--- src/rtl/ryb_disp_pkg.sv ---
// Shared constants and types for the RYB 7-segment display path.
// Codes, field offsets, anode patterns and scan digit order.
package ryb_disp_pkg;

  localparam logic [4:0] CODE_BLANK = 5'd16;
  localparam logic [4:0] CODE_DASH  = 5'd17;

  localparam int R_LSB = 10;
  localparam int Y_LSB = 5;
  localparam int B_LSB = 0;

  localparam logic [2:0] AN_R   = 3'b011;
  localparam logic [2:0] AN_Y   = 3'b101;
  localparam logic [2:0] AN_B   = 3'b110;
  localparam logic [2:0] AN_OFF = 3'b111;

  localparam logic [6:0] SEG_OFF = 7'b1111111;

  localparam logic [14:0] FRAME_BLANK =
    {CODE_BLANK, CODE_BLANK, CODE_BLANK};

  typedef enum logic [1:0] {
    DIG_R = 2'd0,
    DIG_Y = 2'd1,
    DIG_B = 2'd2
  } dig_e;

  function automatic dig_e dig_next(input dig_e d);
    dig_e n;
    n = DIG_R;
    unique case (d)
      DIG_R:   n = DIG_Y;
      DIG_Y:   n = DIG_B;
      default: n = DIG_R;
    endcase
    return n;
  endfunction

endpackage

--- src/rtl/ryb_display_mux_seg7_dec.sv ---
// 5-bit digit code to active-low 7-segment pattern {g,f,e,d,c,b,a}.
// Hex digits, dash, and blank for everything else.
module seg7_dec
  import ryb_disp_pkg::*;
(
  input  logic [4:0] code_i,
  output logic [6:0] seg_o
);

  logic [6:0] act;

  always_comb begin
    act = 7'b0000000;
    unique case (code_i)
      5'd0:      act = 7'b0111111;
      5'd1:      act = 7'b0000110;
      5'd2:      act = 7'b1011011;
      5'd3:      act = 7'b1001111;
      5'd4:      act = 7'b1100110;
      5'd5:      act = 7'b1101101;
      5'd6:      act = 7'b1111101;
      5'd7:      act = 7'b0000111;
      5'd8:      act = 7'b1111111;
      5'd9:      act = 7'b1101111;
      5'd10:     act = 7'b1110111;
      5'd11:     act = 7'b1111100;
      5'd12:     act = 7'b0111001;
      5'd13:     act = 7'b1011110;
      5'd14:     act = 7'b1111001;
      5'd15:     act = 7'b1110001;
      CODE_DASH: act = 7'b1000000;
      default:   act = 7'b0000000;
    endcase
    seg_o = ~act;
  end

endmodule

--- src/rtl/ryb_display_mux.sv ---
// Three-digit multiplexed display for the RYB code bus.
// Frame-latched codes, per-slot anode guard, per-digit blink.
module ryb_display_mux
  import ryb_disp_pkg::*;
#(
  parameter int REFRESH_DIV  = 50000,
  parameter int BLANK_CYC    = 64,
  parameter int BLINK_FRAMES = 100
) (
  input  logic        clk,
  input  logic        reset,
  input  logic [14:0] RYB,
  input  logic [2:0]  blink_en,
  output logic [2:0]  an,
  output logic [6:0]  seg
);

  localparam int CW = $clog2(REFRESH_DIV);
  localparam int FW =
    (BLINK_FRAMES > 1) ? $clog2(BLINK_FRAMES) : 1;

  logic [CW-1:0] cnt_q, cnt_d;
  dig_e          idx_q, idx_d;
  logic [14:0]   frame_q, frame_d;
  logic [FW-1:0] fcnt_q, fcnt_d;
  logic          phase_q, phase_d;
  logic [2:0]    an_q, an_d;
  logic [6:0]    seg_q, seg_d;

  logic       tick, wrap;
  logic [4:0] code;
  logic       blink_bit;
  logic [2:0] an_sel;
  logic [6:0] dec_seg;

  assign tick = (cnt_q == CW'(REFRESH_DIV - 1));
  assign wrap = tick && (idx_q == DIG_B);

  always_ff @(posedge clk) begin
    if (reset) begin
      cnt_q   <= '0;
      idx_q   <= DIG_R;
      frame_q <= FRAME_BLANK;
      fcnt_q  <= '0;
      phase_q <= 1'b0;
      an_q    <= AN_OFF;
      seg_q   <= SEG_OFF;
    end else begin
      cnt_q   <= cnt_d;
      idx_q   <= idx_d;
      frame_q <= frame_d;
      fcnt_q  <= fcnt_d;
      phase_q <= phase_d;
      an_q    <= an_d;
      seg_q   <= seg_d;
    end
  end

  always_comb begin
    cnt_d   = cnt_q + 1'b1;
    idx_d   = idx_q;
    frame_d = frame_q;
    fcnt_d  = fcnt_q;
    phase_d = phase_q;
    if (tick) begin
      cnt_d = '0;
      idx_d = dig_next(idx_q);
    end
    // Frame wrap: latch new codes and advance the blink clock.
    if (wrap) begin
      frame_d = RYB;
      if (fcnt_q == FW'(BLINK_FRAMES - 1)) begin
        fcnt_d  = '0;
        phase_d = ~phase_q;
      end else begin
        fcnt_d = fcnt_q + 1'b1;
      end
    end
  end

  always_comb begin
    code      = CODE_BLANK;
    blink_bit = 1'b0;
    an_sel    = AN_OFF;
    unique case (idx_q)
      DIG_R: begin
        code      = frame_q[R_LSB +: 5];
        blink_bit = blink_en[2];
        an_sel    = AN_R;
      end
      DIG_Y: begin
        code      = frame_q[Y_LSB +: 5];
        blink_bit = blink_en[1];
        an_sel    = AN_Y;
      end
      DIG_B: begin
        code      = frame_q[B_LSB +: 5];
        blink_bit = blink_en[0];
        an_sel    = AN_B;
      end
      default: ;
    endcase
  end

  seg7_dec u_dec (
    .code_i (code),
    .seg_o  (dec_seg)
  );

  always_comb begin
    an_d  = AN_OFF;
    seg_d = SEG_OFF;
    if (cnt_q >= CW'(BLANK_CYC)) begin
      an_d  = an_sel;
      seg_d = (phase_q && blink_bit) ? SEG_OFF : dec_seg;
    end
  end

  assign an  = an_q;
  assign seg = seg_q;

endmodule
--- config.mk ---
export PLATFORM = sky130hd
export DESIGN_NAME = ryb_display_mux
export DESIGN_NICKNAME = d
export VERILOG_FILES = /design/src/rtl/ryb_disp_pkg.sv /design/src/rtl/ryb_display_mux_seg7_dec.sv /design/src/rtl/ryb_display_mux.sv
export SDC_FILE = /design/constraint.sdc
export NUM_CORES = 1
export LEC_CHECK = 0
export CAP_MARGIN = 5
export CORE_MARGIN = 8
export CORE_UTILIZATION = 60
export DETAILED_ROUTE_END_ITERATION = 6
export GPL_TIMING_DRIVEN = 0
export PLACE_DENSITY_LB_ADDON = 0.25
export SYNTH_ARGS = -nofsm -noshare
export SYNTH_HDL_FRONTEND = slang
export SYNTH_HIERARCHICAL = 1
export SYNTH_SLANG_ARGS = --single-unit
--- constraint.sdc ---
create_clock -name clk -period 6.05 [get_ports clk]
set_input_delay 0.605 -clock clk [delete_from_list [all_inputs] [get_ports clk]]
set_output_delay 0.605 -clock clk [all_outputs]
set_load 0.005 [all_outputs]
==> results of run 1 <==
==> tightest hold or removal path: stages (launching register included) <==
cell     delay, ns
dfxtp_1       0.32
o21ai_0       0.06
a21oi_1       0.06
==> registers in the layout, summed over array words and instances (netlist names) <==
signal and flops:
idx_q 2, cnt_q 16, phase_q 1, an 3
frame_q 15, seg 7, fcnt_q 7
==> final timing paths <==
check	from	cells after the start	endpoint
worst max register to register	idx_q[1]$_SDFFE_PP0N_	9	seg[5]$_SDFF_PP1_
worst min-delay path	frame_q[1]$_SDFFE_PP0P_	2	frame_q[1]$_SDFFE_PP0P_
worst max-delay path	idx_q[1]$_SDFFE_PP0N_	9	seg[5]$_SDFF_PP1_
worst min register to register	frame_q[1]$_SDFFE_PP0P_	2	frame_q[1]$_SDFFE_PP0P_
==> layer usage <==
metal	vias up	share of wire [%]	routed length (um)	track usage [%]
li1	1186	-	-	-
met1	1100	43	2580	21.7
met2	68	48	2920	33.6
met3	17	6.7	404	4.38
met4	0	2.6	158	9.82
met5	-	0	0	0
==> cell families after synthesis <==
family / after synthesis / synth area share (%)
XOR/XNOR: 13 / 4.38
flip-flops: 51 / 39.3
AO/OA/AOI/OAI: 65 / 15.6
adder cells (fa/ha/maj): 9 / 4.33
AND/OR/NAND/NOR: 132 / 28.4
buffers and inverters: 31 / 5.68
multiplexers: 6 / 2.31
==> power groups by stage <==
stage / clock network, mW / logic (mW) / registers [mW]
after CTS: 0.281 / 0.0274 / 0.343
after floorplan: 0 / 0.0108 / 0.350
after detailed placement: 0 / 0.0271 / 0.351
after global placement: 0 / 0.0264 / 0.351
after global routing: 0.290 / 0.0303 / 0.344
final: 0.277 / 0.0272 / 0.343
==> synthesized netlist by cell type (all sizes together) (4+ instances only) <==
library cell,number
nand4,21
nand2,18
mux2i,6
dfxtp,51
clkbuf,14
xor2,4
or4,8
nand3,18
a21oi,20
and3,6
o211ai,4
ha,9
nand2b,12
inv,8
nor2b,5
o31ai,5
nor4,5
nor3,7
or3,5
nor2,20
buf,8
o21ai,20
xnor2,9
==> placed cells by master, fill, tap and decap left out, types with 12 or more instances in the layout <==
master	count
clkdlybuf4s50_1	29
a21oi_1	20
dfxtp_1	51
nand4_1	21
clkbuf_1	15
nand2b_1	12
nand2_1	18
nor2_1	20
nand3_1	18
o21ai_0	20
==> metrics by stage <==
stage | cells | area, sq um | setup slack (ns) | utilization (%)
after floorplan | 307 | 2600 | 3.78 | -
after detailed placement | 388 | 2950 | 3.32 | 69.3
after CTS | 396 | 3090 | 3.29 | 72.4
after global routing | 396 | 3090 | 2.96 | 72.4
after global placement | 388 | 2950 | 3.38 | 69.3
final | 396 | 3090 | 3.27 | 72.4
==> cell type report <==
type / instances / area, sq um
fillers: 352 / 1180
flip-flops and latches: 51 / 1020
clock inverters: 2 / 60.1
inverters: 9 / 33.8
multi-input cells: 225 / 1430
clock buffers: 6 / 72.6
repair buffers: 29 / 290
well taps: 52 / 65.1
plain buffers: 22 / 114
==> impl_metrics.yaml, run 1 <==
routing:
  vias: 2371
  wl_mm: 6.07
  wl_per_cell_um: 15.3
  drt-pass1-iter-count: 4
  post_drt_via_cell_ratio: 5.99
  drtIter0Drc: 170
  route.detailed.drc: 0
  ant_nets: 0
global_route:
  grt_pass1_vias: 2278
  grt_max_degree: 16
  grt.overflow.total: 0
  grt_antenna_before_repair: 0
  grt_pass1_wl_mm: 10.2
  grtUsageTotal_pct: 19.4
pwr:
  total_leakage_power_nw: 1.04
  p_seq_share_pct: 53.0
  p_clk_share_pct: 42.8
  vdd_ir_drop_max_mv: 0.143
  net-switching-power_mw: 0.127
  total_power_mw: 0.648
  combPwrFrac_pct: 4.2
  power_density_nw_per_um2: 210
  p_sw_share_pct: 19.6
  p_int_mw: 0.521
setup_path:
  crit_path_end_kind: "flop"
  cp_common_cell: "nand2_1"
  crit_chain: "clkbuf_1, mux2i_1, o21ai_0, inv_1, ha_1, nand2_1, nand2_1, a211o_1, nand2b_1"
  crit_buf_inv: 2
  max_stage_delay_ns: 0.59
  r2r_setup_slack_ns: 3.27
  critPathLaunchType: "flop"
  arrival_ns: 2.96
  worstPathRequired_ns: 6.23
  slowest_stage: "o21ai_0"
  worstPathMaxFanout: 10
  crit_type: "reg2reg"
  critPathTopFamily: "compound AO/OA/AOI/OAI gates"
timing:
  finalClockSkew_ns: 0.00456
  totalNegativeSetupSlack_ns: 0
  finalCritPeriodShare_pct: 46.0
  rsz0062_at_grt: "no"
  setup_violations: 0
  hold_ws_ns: 0.477
  slew_headroom_pct: 46.7
  post-route-min-period_ns: 2.78
  slew_viol_final: 0
  worst_pin_slew_ns: 0.793
  fmax_mhz: 359
  hold_violations: 0
floorplan:
  pin_count: 30
  floorplan.rows: 24
  fp.dieH_um: 81.8
  initial_core_util_pct: 60.9
  die_area_sq_um: 6690
  die_w_um: 81.8
  core_sq_um: 4260
yosys:
  synth_area_leaders: "dfxtp_1 39%, nand4_1 5.1%, ha_1 4.3%"
  syn_nets: 336
  synth-seq-area-share_pct: 39.3
  async_flop_share_pct: 0
  synth_ff_type: "dfxtp_1"
  ys_warn_count: 6
  synth_area_per_cell_sq_um: 8.46
  synth_area_leader_cell: "dfxtp_1"
  synth-seq-cells: 51
  netlist_area_sq_um: 2600
  synth_top_cell_area_share_pct: 39.3
  syn_inst: 307
  synth_cell_type_count: 47
  synth_edf_count: 0
placement:
  gp_congestion: 0.824
  port_buffers: 29
  dp_hpwl_mm: 4.44
clock_network:
  clockBufferDepth: 2
  postCtsSetupBuffers: 0
  root_buffer: "clkbuf_8"
  cts_resized: 0
  clk_pin_slew_worst_paths_ns: 0.09
  cts_tree: "yes"
  cts.sink_count: 51
  clk_latency_ns: 0.31
  cts_hold_buf: 0
  htree_levels: 2
  cts_buffers: 5
hold_path:
  hp-class: "reg2reg"
finish:
  diodes: 0
  layout-drive-gt1-share_pct: 6.40
  nets: 372
  area_growth_pct: 18.8
job:
  drv_cap: 0
outcome:
  run_status: "finished clean"
Note: power is estimated with default switching activity, not from simulation.
==> run 2: changes to the inputs <==
- CORE_UTILIZATION: 60 -> 50
- clock period: 6.05 -> 2.48 ns (I/O delays scaled with it)
==> run 2 against run 1 <==
  * Count of clock-buffer cells in the layout unchanged
  * Via count down 1.7%
  * Die area up 16%
  * Combinational power up 140%
  * Largest power group unchanged
  * Routed wire length down 1.6%
  * Sequential share of layout area down 0.40 points
  * Core utilization down 11 points
  * Largest cell class unchanged
  * Clock skew up 0.0073 ns
  * Global-route usage down 3.0 points
  * Power up 140%
  * Sequential power up 140%
  * Non-clock buffer count down 1
==> impl_metrics.yaml, run 2 (synthesis gave the netlist of run 1 again) <==
routing:
  route.detailed.drc: 0
  ant_nets: 0
  drtIter0Drc: 159
  wl_mm: 5.97
  vias: 2330
  drt-pass1-iter-count: 4
  wl_per_cell_um: 14.5
  post_drt_via_cell_ratio: 5.64
timing:
  totalNegativeSetupSlack_ns: 0
  rsz0062_at_grt: "no"
  slew_viol_final: 0
  worst_pin_slew_ns: 0.680
  fmax_mhz: 439
  slew_headroom_pct: 54.2
  post-route-min-period_ns: 2.28
  setup_slack_ns: 0.200
  finalClockSkew_ns: 0.0119
  hold_violations: 0
  finalCritPeriodShare_pct: 91.9
  setup_violations: 0
global_route:
  grt_pass1_vias: 2201
  grt_max_degree: 16
  grtUsageTotal_pct: 16.4
  grt_antenna_before_repair: 0
  grt.overflow.total: 0
  grt_pass1_wl_mm: 10.1
setup_path:
  arrival_ns: 2.52
  crit_type: "reg2reg"
  worstPathMaxFanout: 8
  slowest_stage: "or4_1"
  crit_chain: "ha_1, nand3_2, or4_1, clkbuf_1, or4b_1, a21oi_1"
  max_stage_delay_ns: 0.53
  worstPathRequired_ns: 2.72
  critPathLaunchType: "flop"
  crit_path_end_kind: "flop"
job:
  drv_cap: 0
clock_network:
  root_buffer: "clkbuf_8"
  cts.sink_count: 51
  clk_latency_ns: 0.31
  cts_buffers: 5
  cts_tree: "yes"
  htree_levels: 2
  clk_pin_slew_worst_paths_ns: 0.10
  clockBufferDepth: 2
  postCtsSetupBuffers: 0
floorplan:
  pin_count: 30
  die_w_um: 88.1
  core_sq_um: 5070
  fp.dieH_um: 88.1
  floorplan.rows: 26
  die_area_sq_um: 7760
  initial_core_util_pct: 51.2
placement:
  gp_congestion: 0.828
  post-place-ws_ns: -0.288
  dp_hpwl_mm: 4.47
  place_area_sq_um: 2980
  port_buffers: 29
finish:
  multi_input_area_sq_um: 1450
  regArea_sq_um: 1020
  diodes: 0
  fillCellCount: 450
  largest_register_ffs: 16
  area_growth_pct: 20.4
  nets: 371
  fin_area_sq_um: 3130
  top_register: "cnt_q"
  reg.largest.list: "cnt_q (16), frame_q (15)"
  final_cell_mix: "50 x dfxtp_1, 29 x clkdlybuf4s50_1, 21 x nand4_1, 20 x a21oi_1, 20 x nor2_1"
  layout-drive-gt1-share_pct: 8.45
  final_common_cell: "dfxtp_1"
pwr:
  power_density_nw_per_um2: 504
  total_leakage_power_nw: 1.05
  vdd_ir_drop_max_mv: 0.417
outcome:
  run_status: "finished clean"
hold_path:
  hp-class: "reg2reg"
## run 2: cell types whose count changed in the layout (fill, tap and decap cells not counted), sizes merged
cell,delta
clkbuf,-1
## run 2: worst max-delay path: cells and delay by family, from the launching register on
| family | cells | cell delay (ns) |
|---|---|---|
| simple gates | 3 | 1.21 |
| buf+inv | 1 | 0.19 |
| compound gates | 1 | 0.15 |
| flops | 1 | 0.39 |
| fa+ha+maj | 1 | 0.27 |
## run 2: through the flow
stage                     std cells  total power [mW]  hold slack (ns)  util [%]
final                           413              1.58            0.478      61.6
after global routing            413              1.64            0.504      61.6
after CTS                       413              1.59            0.482      61.2
after detailed placement        406             0.921            0.468      58.7
after global placement          406             0.919            0.456      58.7
after floorplan                 307             0.880            0.402         -
## run 2: final timing paths
check / cells after the start / start / slack, ns / to
max reg2reg: 6 / cnt_q[1]$_SDFF_PP0_ / 0.20 / fcnt_q[0]$_SDFFE_PP0P_
max: 6 / cnt_q[1]$_SDFF_PP0_ / 0.20 / fcnt_q[0]$_SDFFE_PP0P_
min reg2reg: 1 / cnt_q[0]$_SDFF_PP0_ / 0.48 / cnt_q[0]$_SDFF_PP0_
min: 1 / cnt_q[0]$_SDFF_PP0_ / 0.48 / cnt_q[0]$_SDFF_PP0_
## run 2: area by class of cell
type	instances	share of cell area [%]
well taps	70	2.80
repair buffers	29	9.28
clock buffers	6	2.32
plain buffers	21	3.60
multi-input cells	225	46.3
flip-flops and latches	51	32.7
clock inverters	2	1.92
inverters	9	1.08
## run 2: per-layer routing
layer  global-route usage, %  share of wire (%)  up-vias
met5                       0                  0        -
met4                    4.61               0.99        0
met3                    3.56                6.0        5
met2                    25.4                 45       54
met1                    22.0                 48     1087
li1                        -                  -     1184
## run 2: timing repair
action                     CTS  global route
setup endpoints to repair    7            17
gates resized for setup      3             7
hold buffers                 0             0
## run 2: power breakdown
group | internal [mW] | switching (mW)
Combinational | 0.0394 | 0.0257
Sequential | 0.828 | 0.00958
Clock | 0.403 | 0.271
Total | 1.27 | 0.307
==> run 3: changes to the inputs <==
- CTS_CLUSTER_SIZE: unset -> 10
- SLEW_MARGIN: unset -> 30
==> results of run 3 <==
Same layout as run 2: the final DEF is identical, and so are final timing and power.
